File: config.mk
export PLATFORM = sky130hd
export DESIGN_NAME = fifo_drain_ctrl
export DESIGN_NICKNAME = d
export VERILOG_FILES = /design/src/rtl/fifo_drain_ctrl.sv
export SDC_FILE = /design/constraint.sdc
export NUM_CORES = 1
export LEC_CHECK = 0
export BUFFER_PORTS_ARGS = -buffer_cell sky130_fd_sc_hd__buf_2
export CAP_MARGIN = 20
export CORE_MARGIN = 5
export CORE_UTILIZATION = 37
export CTS_CLUSTER_DIAMETER = 200
export DETAILED_ROUTE_END_ITERATION = 10
export PLACE_DENSITY = 0.73
export SYNTH_ARGS = -nofsm -noshare
export SYNTH_HDL_FRONTEND = slang
export SYNTH_SLANG_ARGS = --single-unit
File: constraint.sdc
create_clock -name clk -period 1 [get_ports clk]
set_input_delay 0.1 -clock clk [delete_from_list [all_inputs] [get_ports clk]]
set_output_delay 0.1 -clock clk [all_outputs]
set_load 0.01 [all_outputs]
File: src/rtl/fifo_drain_ctrl.sv
// Read-side drain controller for the 8x12 lane FIFO.
// Define DRAIN_CNT_EN to build the forwarded-word counter.
module fifo_drain_ctrl #(
    parameter int DATA_W = 12,
    parameter int CNT_W  = 16
) (
    input  logic              clk,
    input  logic              reset,
    input  logic              enable,
    input  logic              fifo_empty,
    input  logic              fifo_error,
    input  logic [DATA_W-1:0] fifo_data_out,
    input  logic              dn_almost_full,
    input  logic              dn_full,
    output logic              fifo_rd_en,
    output logic [DATA_W-1:0] data_out,
    output logic              valid_out,
    output logic [CNT_W-1:0]  drained_cnt,
    output logic              error_out
);

    typedef enum logic [1:0] {
        IDLE   = 2'd0,
        ACTIVE = 2'd1,
        STALL  = 2'd2
    } state_t;

    state_t state;
    state_t state_nxt;
    logic   rd_q;
    logic   busy;
    logic   go;

    assign busy = dn_almost_full | dn_full;
    assign go   = enable & !fifo_empty;

    always_ff @(posedge clk or negedge reset) begin
        if (!reset) begin
            state <= IDLE;
        end else begin
            state <= state_nxt;
        end
    end

    // Backpressure outranks the idle condition when both apply.
    always_comb begin
        state_nxt  = state;
        fifo_rd_en = 1'b0;
        unique case (state)
            IDLE: begin
                if (go) begin
                    state_nxt = busy ? STALL : ACTIVE;
                end
            end
            ACTIVE: begin
                fifo_rd_en = !fifo_empty & !busy;
                if (busy) begin
                    state_nxt = STALL;
                end else if (!go) begin
                    state_nxt = IDLE;
                end
            end
            STALL: begin
                if (!busy) begin
                    state_nxt = go ? ACTIVE : IDLE;
                end
            end
            default: state_nxt = IDLE;
        endcase
    end

    always_ff @(posedge clk or negedge reset) begin
        if (!reset) begin
            rd_q      <= 1'b0;
            valid_out <= 1'b0;
            data_out  <= '0;
            error_out <= 1'b0;
        end else begin
            rd_q      <= fifo_rd_en;
            valid_out <= rd_q;
            if (rd_q) begin
                data_out <= fifo_data_out;
            end
            // A word landing on a full next stage is still presented.
            if (fifo_error || (rd_q && dn_full)) begin
                error_out <= 1'b1;
            end
        end
    end

`ifdef DRAIN_CNT_EN
    always_ff @(posedge clk or negedge reset) begin
        if (!reset) begin
            drained_cnt <= '0;
        end else if (rd_q) begin
            drained_cnt <= drained_cnt + CNT_W'(1);
        end
    end
`else
    assign drained_cnt = '0;
`endif

endmodule

==> results of run 1 <==
## per-stage QoR
| stage | std cells | power [uW] | util | hold slack [ns] | TNS (ns) |
|---|---|---|---|---|---|
| finish | 124 | 1371 | 0.4758 | 0.02326 | -0.1981 |
| global route | 124 | 1464 | 0.4758 | 0.005378 | -0.3114 |
| CTS | 123 | 1388 | 0.4665 | 0.003849 | -0.2403 |
| detailed placement | 117 | 1036 | 0.4455 | 0.03424 | 0 |
| global placement | 117 | 1027 | 0.4455 | 0.03028 | 0 |
| floorplan | 70 | 958.5 | - | -0.1956 | 0 |
## cell families after synthesis
group	count (synthesis)
AO/OA/AOI/OAI	4
buffers and inverters	17
flip-flops	17
multiplexers	12
other	1
AND/OR/NAND/NOR	4
## layout make-up
cell class / count / area, um^2
tap: 28 / 35.03
multi-input combinational: 36 / 315.3
fill: 207 / 1126
sequential: 17 / 425.4
clock buffer: 3 / 22.52
timing repair buffer: 39 / 219.0
clock inverter: 1 / 5.005
## sequential cells by signal (all words and copies together), names as in the netlist
name	flops
data_out	12
error_out	1
rd_q	1
state	2
valid_out	1
## metal layers
layer  vias to the layer above  GRT usage  part of all wire
met3                         0    0.04828              0.12
met1                       246     0.1040              0.38
li1                        236          -                 -
met2                        25     0.1469              0.50
met4                         0    0.02980                 0
met5                         -          0                 0
## worst max-delay path by stage
stage	from	to	slack, ns	cells after the start
3_3_place_gp	rd_q	data_out[3]	0.05	2
3_5_place_dp	rd_q	data_out[11]	0.02	2
4_1_cts	state[1]	fifo_rd_en	-0.24	3
2_1_floorplan	rd_q	data_out[0]	0.004	2
5_1_grt	state[1]	fifo_rd_en	-0.31	3
6_report	state[1]	fifo_rd_en	-0.20	3
## layout by cell type, fill, tap and decap left out, drive strengths merged
cell type / netlist / layout
buf: 17 / 37
dfrtp: 17 / 17
conb: 1 / 16
mux2: 12 / 12
clkbuf: 0 / 3
dlygate4sd3: 0 / 2
nor4: 1 / 1
and2: 1 / 1
a211o: 1 / 1
nand2b: 1 / 1
a2111oi: 1 / 1
nor2: 1 / 1
o2bb2ai: 1 / 1
a21oi: 1 / 1
clkinv: 0 / 1
## Yosys cell counts (3+ instances only)
master	number	area, um^2
dfrtp_1	17	425.4
mux2_4	9	135.1
mux2_2	3	33.78
buf_4	16	120.1
## power by group
| part | internal, uW | switching [uW] | total (uW) |
|---|---|---|---|
| sequential | 740 | 30.5 | 771 |
| clock | 148 | 194 | 342 |
| combinational | 133 | 125 | 258 |
## what timing repair did
item	4_1_cts	5_1_grt
setup endpoints to repair	1	9
resized for setup	0	2
hold buffers	1	1
buffers inserted	1	0
hold endpoints to repair	17	1
pin swaps	1	1
==> summary.md, run 1 <==
| Metric | Value |
|---|---|
| Status | `finished, violations left` |
| Failing checks | `negative setup slack` |
| Min cycle time layout | `1.198 ns` |
| Ports | `50` |
| Yosys cell types | `14` |
| Part of the cycle the worst path needs | `1.198` |
| CTS Buf Count | `3` |
| Final WS setup | `-0.1981 ns` |
| R2R setup slack | `0.04 ns` |
| Crit path arrival time | `1.10 ns` |
| Hold_sp | `dn_almost_full` |
| Worst-path clk slew | `0.09 ns` |
| Complex-gate fraction of the synthesized area | `0.06182` |
| Die Ht | `56.78 um` |
| Reg2reg path depth | `2` |
| Slew Viols, Final | `0` |
| Crit path required time | `0.90 ns` |
| Crit end category | `primary output` |
| Via count | `507` |
| TritonCTS clock tree | `yes` |
| Layout cells sized above 1 | `0.5833` |
| Register area share after synthesis | `0.5255` |
| Setup WS pre-CTS | `0.02363 ns` |
| Bufs and invs on worst path | `1` |
| Yosys reg bits | `17` |
| Clock tree buffer depth | `2` |
| Mean Syn Cell Area | `14.72 um^2` |
| Residual DRC | `0` |
| Family with the most delay on the worst path | `flip-flops` |
| Global placement routability congestion | `0.7456` |
| Die X | `56.78 um` |
| Synth Instances | `55` |
| Final Hold Viols | `0` |
| Fin nets | `116` |
| Placed Instance Area | `957.2 um^2` |
| Antenna diode count | `0` |
| Largest family of logic cells by synthesized area | `multiplexers` |
| Hold depth | `2` |
| First-pass GRT wire length | `2304 um` |
| Setup crit start kind | `flip-flop` |
| YS warnings | `0` |
| DRT Wirelength | `1454 um` |
| Vias per cell | `4.089` |
| Maximum clock frequency | `0.8347 GHz` |
| EDFF count, synth | `0` |
| Crit-path max FO | `2` |
| # clock sinks | `17` |
| # rows | `17` |
| Reg2reg end | `data_out[11]` |
| Primary FF master, synth | `dfrtp_1` |
| Unrepaired setup endpoints after global routing | `true` |
| Post-Layout Inst Area | `1022 um^2` |
| H-tree Lvls | `1` |
| Critical path class | `reg2out` |
| Clock Latency Late Sink | `0.28 ns` |
| Synth-to-Final Area Change | `26.28%` |
| Clock root buffer | `clkbuf_4` |
| Initial DRC Count | `10` |
| Max VDD drop | `0.0005304 V` |
| Initial Utilization | `0.3768` |
| Port-buffer cells | `33` |
| Worst path max stage delay | `0.41 ns` |
| Synth Cell Area | `809.5 um^2` |
| Die ar. | `3223 um^2` |
| Endpoint, Worst Hold | `state[0]` |
| Adder-cell area share of the yosys netlist | `0` |
| Grt total ovfl | `0` |
| XOR/XNOR Fraction of Synth Area | `0` |
| Per-cell routed wire length | `11.73 um` |
| CORE AREA | `2148 um^2` |
| Routed Antenna Nets | `0` |
| Leak | `0.0005658 uW` |
| Hpwl dp | `1214 um` |
| Number of global-route vias before repair | `512` |
| Worst clock skew | `0.003344 ns` |
| Setup violators final | `1` |
| Post-synth ARST share | `1.000` |
| Antenna violations before repair | `0` |
| Drt first pass iters | `4` |
| Simple-Gate Fraction of Synth Area | `0.03709` |
| Slowest cell on the critical path | `dfrtp_1` |
| Total of max-cap violations | `0` |
| Power per cell area | `1341 nW/um^2` |
| Mux contribution to synthesized area | `0.2087` |
| Cell Chain, Critical Path | `nor4_2, and2_1, buf_2` |
| Reg-to-reg startpoint | `rd_q` |
| Largest net degree at the start of global routing | `18` |
| Hold crit path type | `in2reg` |
| Gr usage total | `0.09139` |
Power figures use the tool's default switching activity.
==> run 2, diff against run 1 <==
--- a/config.mk
+++ b/config.mk
@@ -15,3 +15,4 @@
 export SYNTH_ARGS = -nofsm -noshare
 export SYNTH_HDL_FRONTEND = slang
 export SYNTH_SLANG_ARGS = --single-unit
+export TNS_END_PERCENT = 100
==> constraint.sdc (replaced) <==
create_clock -name clk -period 1.1 [get_ports clk]
set_input_delay 0.11 -clock clk [delete_from_list [all_inputs] [get_ports clk]]
set_output_delay 0.11 -clock clk [all_outputs]
set_load 0.1 [all_outputs]
==> run 2 against run 1 <==
Net effect: the run still ends with negative setup slack left; critical endpoint unchanged; combinational power grew to 3.5 times the previous value; critical path type unchanged; sequential share of layout area decreased by 6.8 points; global-route usage rose by 2.2 points; critical path depth did not move; first-iteration DRC count down 90%; flip-flop and latch count unchanged; die area unchanged; worst setup slack worse by 0.023 ns; non-clock buffer count grew 1.
==> summary.md, run 2 (synthesized netlist as in run 1, its figures left out) <==
| Metric | Value |
|---|---|
| Gr usage total | `0.1135 (+0.02215)` |
| Crit-path max FO | `2 (unchanged)` |
| # clock sinks | `17 (unchanged)` |
| P_int | `1085 uW (+6.2%)` |
| Failing checks | `negative setup slack` |
| Sw Share | `0.4481 (+0.1931)` |
| Setup TNS | `-0.2211 ns (-0.02298 ns)` |
| Slew Viols, Final | `0 (unchanged)` |
| Layout cells sized above 1 | `0.7216 (+0.1383)` |
| Synth-to-Final Area Change | `56.72%` |
| Largest net degree at the start of global routing | `18 (unchanged)` |
| Initial Utilization | `0.3768 (unchanged)` |
| Clock root buffer | `clkbuf_4` |
| Port-buffer cells | `33 (unchanged)` |
| Final WS setup | `-0.2211 ns (-0.02298 ns)` |
| Antenna diode count | `0 (unchanged)` |
| Crit end category | `primary output` |
| Routed Antenna Nets | `0 (unchanged)` |
| Largest Register | `data_out` |
| Min cycle time layout | `1.321 ns` |
| Vias per cell | `4.248 (+3.9%)` |
| Crit path arrival time | `1.21 ns (+0.11 ns)` |
| Part of the cycle the worst path needs | `1.201` |
| H-tree Lvls | `1 (unchanged)` |
| Hold crit path type | `in2reg` |
| Global placement routability congestion | `0.7007 (-6.0%)` |
| Grt total ovfl | `0 (unchanged)` |
| Setup crit start kind | `flip-flop` |
| Clock Latency Late Sink | `0.28 ns (about the same)` |
| Number of global-route vias before repair | `583 (+14%)` |
| Via count | `531 (+4.7%)` |
| Total of max-cap violations | `0 (unchanged)` |
| Max reg flops | `12 (unchanged)` |
| Die ar. | `3223 um^2 (unchanged)` |
| Crit path required time | `0.99 ns (+0.09 ns)` |
| Per-cell routed wire length | `14.50 um (+24%)` |
| Residual DRC | `0 (unchanged)` |
| TritonCTS clock tree | `yes` |
| # rows | `17 (unchanged)` |
| Unrepaired setup endpoints after global routing | `true` |
| Maximum clock frequency | `0.7570 GHz` |
| R2R setup slack | `0.06 ns (+0.02 ns)` |
| Antenna violations before repair | `0 (unchanged)` |
| DRT Wirelength | `1812 um (+25%)` |
| Max VDD drop | `0.0009044 V (+71%)` |
| Status | `finished, violations left` |
| Most common cell after layout, fill and taps aside | `buf_2` |
| Largest registers | `data_out: 12 flops, state: 2 flops` |
| First-pass GRT wire length | `2787 um (+21%)` |
| Setup violators final | `1 (unchanged)` |
| Sequential share of power | `0.374 (-0.188)` |
| Most frequent cells in the layout | `buf_2, conb_1, buf_12` |
| Worst-path clk slew | `0.10 ns (about the same)` |
| Ports | `50 (unchanged)` |
| Fin nets | `117 (+0.86%)` |
| CORE AREA | `2148 um^2 (unchanged)` |
| Drt first pass iters | `2 (-2)` |
| Worst Hold Margin | `0.03557 ns (+0.01231 ns)` |
| Final Hold Viols | `0 (unchanged)` |
| Worst clock skew | `0.001331 ns (-0.002013 ns)` |
| Die Ht | `56.78 um (unchanged)` |
| Core Util, Final | `0.5906 (+0.1147)` |
| Part of the power in combinational logic | `0.456 (+0.268)` |
| Power per cell area | `1549 nW/um^2 (+16%)` |
| CTS Buf Count | `3 (unchanged)` |
| Initial DRC Count | `1 (-9)` |
| Sw Pwr | `880.8 uW (+150%)` |
| Clock tree buffer depth | `2 (unchanged)` |
| Critical path class | `reg2out` |
| Hpwl dp | `1434 um (+18%)` |
| Die X | `56.78 um (unchanged)` |
| Clock power frac | `0.170 (-0.080)` |
| Leak | `0.0005997 uW (+6.0%)` |
[run 2: cell count changes in the layout (fill, tap and decap cells not counted), sizes merged]
| cell | previous run | this run |
|---|---|---|
| buf | 37 | 38 |
| clkbuf | 3 | 4 |
| clkinv | 1 | 0 |
[run 2: critical path: stages (launching register included)]
cell and delay [ns]:
dfrtp_1 0.40, nor4_2 0.15, and2_4 0.20, buf_12 0.17
[run 2: per-layer routing]
layer,wire length (um),share of wire,vias to the layer above,global-route usage
met5,0,0,-,0
met1,715,0.39,259,0.1360
li1,-,-,240,-
met2,919,0.51,30,0.1898
met4,4,0.0022,0,0.009934
met3,172,0.095,2,0.05747
[run 2: final cells by class]
cell class	instances	area (um^2)
fill	188	879.6
timing repair buffer	40	447.9
sequential	17	441.7
multi-input combinational	36	317.8
tap	28	35.03
clock buffer	4	26.28
[run 2: final timing paths]
path                                 from           to  cells after the start
setup / recovery                 state[1]   fifo_rd_en                      3
hold / removal             dn_almost_full     state[0]                      2
setup reg to reg                 state[1]     state[0]                      3
hold reg to reg                 error_out    error_out                      1
max in group asynchronous           reset  data_out[6]                      2
min in group asynchronous           reset     state[0]                      2
[run 2: timing repair]
| item | CTS | global route |
|---|---|---|
| setup buffers | 1 | 1 |
| hold buffers | 2 | 0 |
| endpoints found under the setup margin | 1 | 1 |
| hold endpoints to repair | 18 | 0 |
| pin swaps | 1 | 1 |
| resized for setup | 0 | 1 |
[run 2: power groups by stage]
stage          logic (uW)  clock network [uW]  registers [uW]
4_1_cts               890                 352             734
3_3_place_gp          876                   0             741
3_5_place_dp          883                   0             746
2_1_floorplan         353                   0            1040
5_1_grt               920                 387             740
6_report              896                 335             734
[run 2: through the flow]
stage               setup WS (ns)  cells  cell area (um^2)  total power [uW]
floorplan                 0.03602     70             884.6              1390
global placement          0.09266    117              1201              1616
detailed placement        0.08360    117              1201              1630
CTS                       -0.2616    124              1255              1976
global route              -0.2962    125              1269              2047
finish                    -0.2211    125              1269              1965
==> run 3, diff against run 2 <==
--- a/config.mk
+++ b/config.mk
@@ -8,10 +8,10 @@
 export BUFFER_PORTS_ARGS = -buffer_cell sky130_fd_sc_hd__buf_2
 export CAP_MARGIN = 20
 export CORE_MARGIN = 5
-export CORE_UTILIZATION = 37
+export CORE_UTILIZATION = 44
 export CTS_CLUSTER_DIAMETER = 200
 export DETAILED_ROUTE_END_ITERATION = 10
-export PLACE_DENSITY = 0.73
+export PLACE_DENSITY = 0.82
 export SYNTH_ARGS = -nofsm -noshare
 export SYNTH_HDL_FRONTEND = slang
 export SYNTH_SLANG_ARGS = --single-unit
==> constraint.sdc (replaced) <==
create_clock -name clk -period 1.65 [get_ports clk]
set_input_delay 0.165 -clock clk [delete_from_list [all_inputs] [get_ports clk]]
set_output_delay 0.165 -clock clk [all_outputs]
set_load 0.1 [all_outputs]
==> run 3 against run 2 <==
Net effect: the run now ends clean; die area down 13%; non-clock buffer count down 6; via count down 2.6%; first-iteration DRC count up 100%; cell area down 22%; hold slack better by 0.027 ns; critical path depth unchanged; register-to-register slack better by 0.28 ns; routed wire length down 17%; final cell count down 7.2%.
==> summary.md, run 3 (synthesized netlist as in run 1, its figures left out) <==
| Metric | Value |
|---|---|
| CTS Buf Count | `3 (unchanged)` |
| Post-Place Cells | `111 (-5.1%)` |
| Part of the cycle the worst path needs | `0.9029` |
| Top Layer Used | `met4` |
| Synth-to-Final Area Change | `21.48%` |
| Bufs and invs on worst path | `1 (unchanged)` |
| Slew HR | `0.5415` |
| Max VDD drop | `0.0004502 V (-50%)` |
| Reg2reg path depth | `1 (-2)` |
| Cell Chain, Critical Path | `nor4_1, and2_1, buf_12` |
| Power per cell area | `1192 nW/um^2 (-23%)` |
| Largest net degree at the start of global routing | `18 (unchanged)` |
| CORE AREA | `1745 um^2 (-19%)` |
| Setup TNS | `0 ns (+0.2211 ns)` |
| Gr usage total | `0.1134 (-0.0001740)` |
| Critical path class | `reg2out` |
| Slowest cell on the critical path | `dfrtp_1` |
| Hold depth | `2 (unchanged)` |
| Max reg flops | `12 (unchanged)` |
| Die ar. | `2798 um^2 (-13%)` |
| Status | `finished, final reports clean` |
| Grt total ovfl | `0 (unchanged)` |
| Crit path required time | `1.48 ns (+0.49 ns)` |
| Most frequent cells in the layout | `buf_2, dfrtp_1, conb_1` |
| Met1 WL | `472 um (-34%)` |
| Hold crit path type | `in2reg` |
| Post CTS Setup Buffer Count | `0 (-1)` |
| Met2 Routed Length | `814 um (-11%)` |
| Min cycle time layout | `1.490 ns` |
| Clock tree buffer depth | `2 (unchanged)` |
| TritonCTS clock tree | `yes` |
| # clock sinks | `17 (unchanged)` |
| Largest Register | `data_out` |
| Total of max-cap violations | `0 (unchanged)` |
| Setup violators final | `0 (-1)` |
| DRT Wirelength | `1510 um (-17%)` |
| Routed Antenna Nets | `0 (unchanged)` |
| # rows | `15 (-2)` |
| Hpwl dp | `1266 um (-12%)` |
| Drt first pass iters | `2 (unchanged)` |
| Layout Cells excl Fill | `116 (-7.2%)` |
| Setup crit start kind | `flip-flop` |
| Worst-path clk slew | `0.10 ns (about the same)` |
| Final Hold Viols | `0 (unchanged)` |
| Leak | `0.0005418 uW (-9.7%)` |
| Residual DRC | `0 (unchanged)` |
| Crit-path max FO | `4 (+2)` |
| Antenna violations before repair | `0 (unchanged)` |
| Via count | `517 (-2.6%)` |
| Fin nets | `111 (-5.1%)` |
| Worst path max stage delay | `0.44 ns (+0.04 ns)` |
| Ports | `50 (unchanged)` |
| Global placement routability congestion | `0.6542 (-6.6%)` |
| Initial Utilization | `0.4638 (+0.08698)` |
| Met3 WL post-DR | `197 um (+15%)` |
| Clock root buffer | `clkbuf_4` |
| Die Ht | `52.90 um (-6.8%)` |
| Worst-Margin Slew | `0.6877 ns` |
| Number of global-route vias before repair | `499 (-14%)` |
| Clock Latency Late Sink | `0.29 ns (about the same)` |
| Initial DRC Count | `2 (+1)` |
| Crit path arrival time | `1.32 ns (+0.11 ns)` |
| CTS resizes | `0 (unchanged)` |
| Per-cell routed wire length | `13.02 um (-10%)` |
| Family with the most delay on the worst path | `flip-flops` |
| CP Depth | `3 (unchanged)` |
| Crit end category | `primary output` |
| Fillers | `164 (-13%)` |
| Core Util, Final | `0.5634 (-0.02712)` |
| H-tree Lvls | `1 (unchanged)` |
| Port-buffer cells | `33 (unchanged)` |
| Worst clock skew | `0.007216 ns (+0.005885 ns)` |
| Slew Viols, Final | `0 (unchanged)` |
| First-pass GRT wire length | `2221 um (-20%)` |
| Vias per cell | `4.457 (+4.9%)` |
| Largest registers | `data_out: 12 flops, state: 2 flops` |
| Antenna diode count | `0 (unchanged)` |
| Maximum clock frequency | `0.6712 GHz` |
| Layout cells sized above 1 | `0.5604 (-0.1612)` |
| Most common cell after layout, fill and taps aside | `buf_2` |
| Die X | `52.90 um (-6.8%)` |
| Unrepaired setup endpoints after global routing | `false` |
-- run 3: timing repair --
| action | 4_1_cts | 5_1_grt |
|---|---|---|
| hold endpoints to repair | 17 | 0 |
| hold buffers | 1 | 0 |
| endpoints found under the setup margin | 0 | 0 |
-- run 3: per-layer routing --
layer	vias up	track usage
met2	28	0.2087
met4	0	0.06383
li1	230	-
met1	255	0.1036
met3	4	0.04507
met5	-	0
-- run 3: power by group --
group          switching, uW  internal [uW]
combinational            413           74.7
clock                    126           90.0
sequential              20.7            448
total                    560            613
-- run 3: area by class of cell --
type,instances,area (um^2),share of cell area
clock buffer,3,22.52,0.02290
clock inverter,1,5.005,0.005089
multi-input combinational,36,309.0,0.3142
sequential,17,425.4,0.4326
tap,25,31.28,0.03181
timing repair buffer,34,190.2,0.1934
-- run 3: worst paths after layout --
check | from | endpoint | slack (ns)
worst max-delay path | state[1] | fifo_rd_en | 0.16
worst min-delay path | fifo_error | error_out | 0.06
worst max register to register | rd_q | data_out[10] | 0.34
worst min register to register | error_out | error_out | 0.48
max in group asynchronous | reset | data_out[10] | 1.07
min in group asynchronous | reset | data_out[5] | 0.31
-- run 3: stage by stage --
stage                     area [um^2]  hold slack [ns]  power (uW)  setup WS, ns
after floorplan                 865.8          -0.1306       921.0        0.1019
after global placement          945.9          0.09132       958.8        0.3865
after detailed placement        945.9           0.1015       964.8        0.3376
after CTS                       983.4          0.05785        1180        0.1337
after global routing            983.4          0.04047        1217       0.07519
final                           983.4          0.06237        1173        0.1601
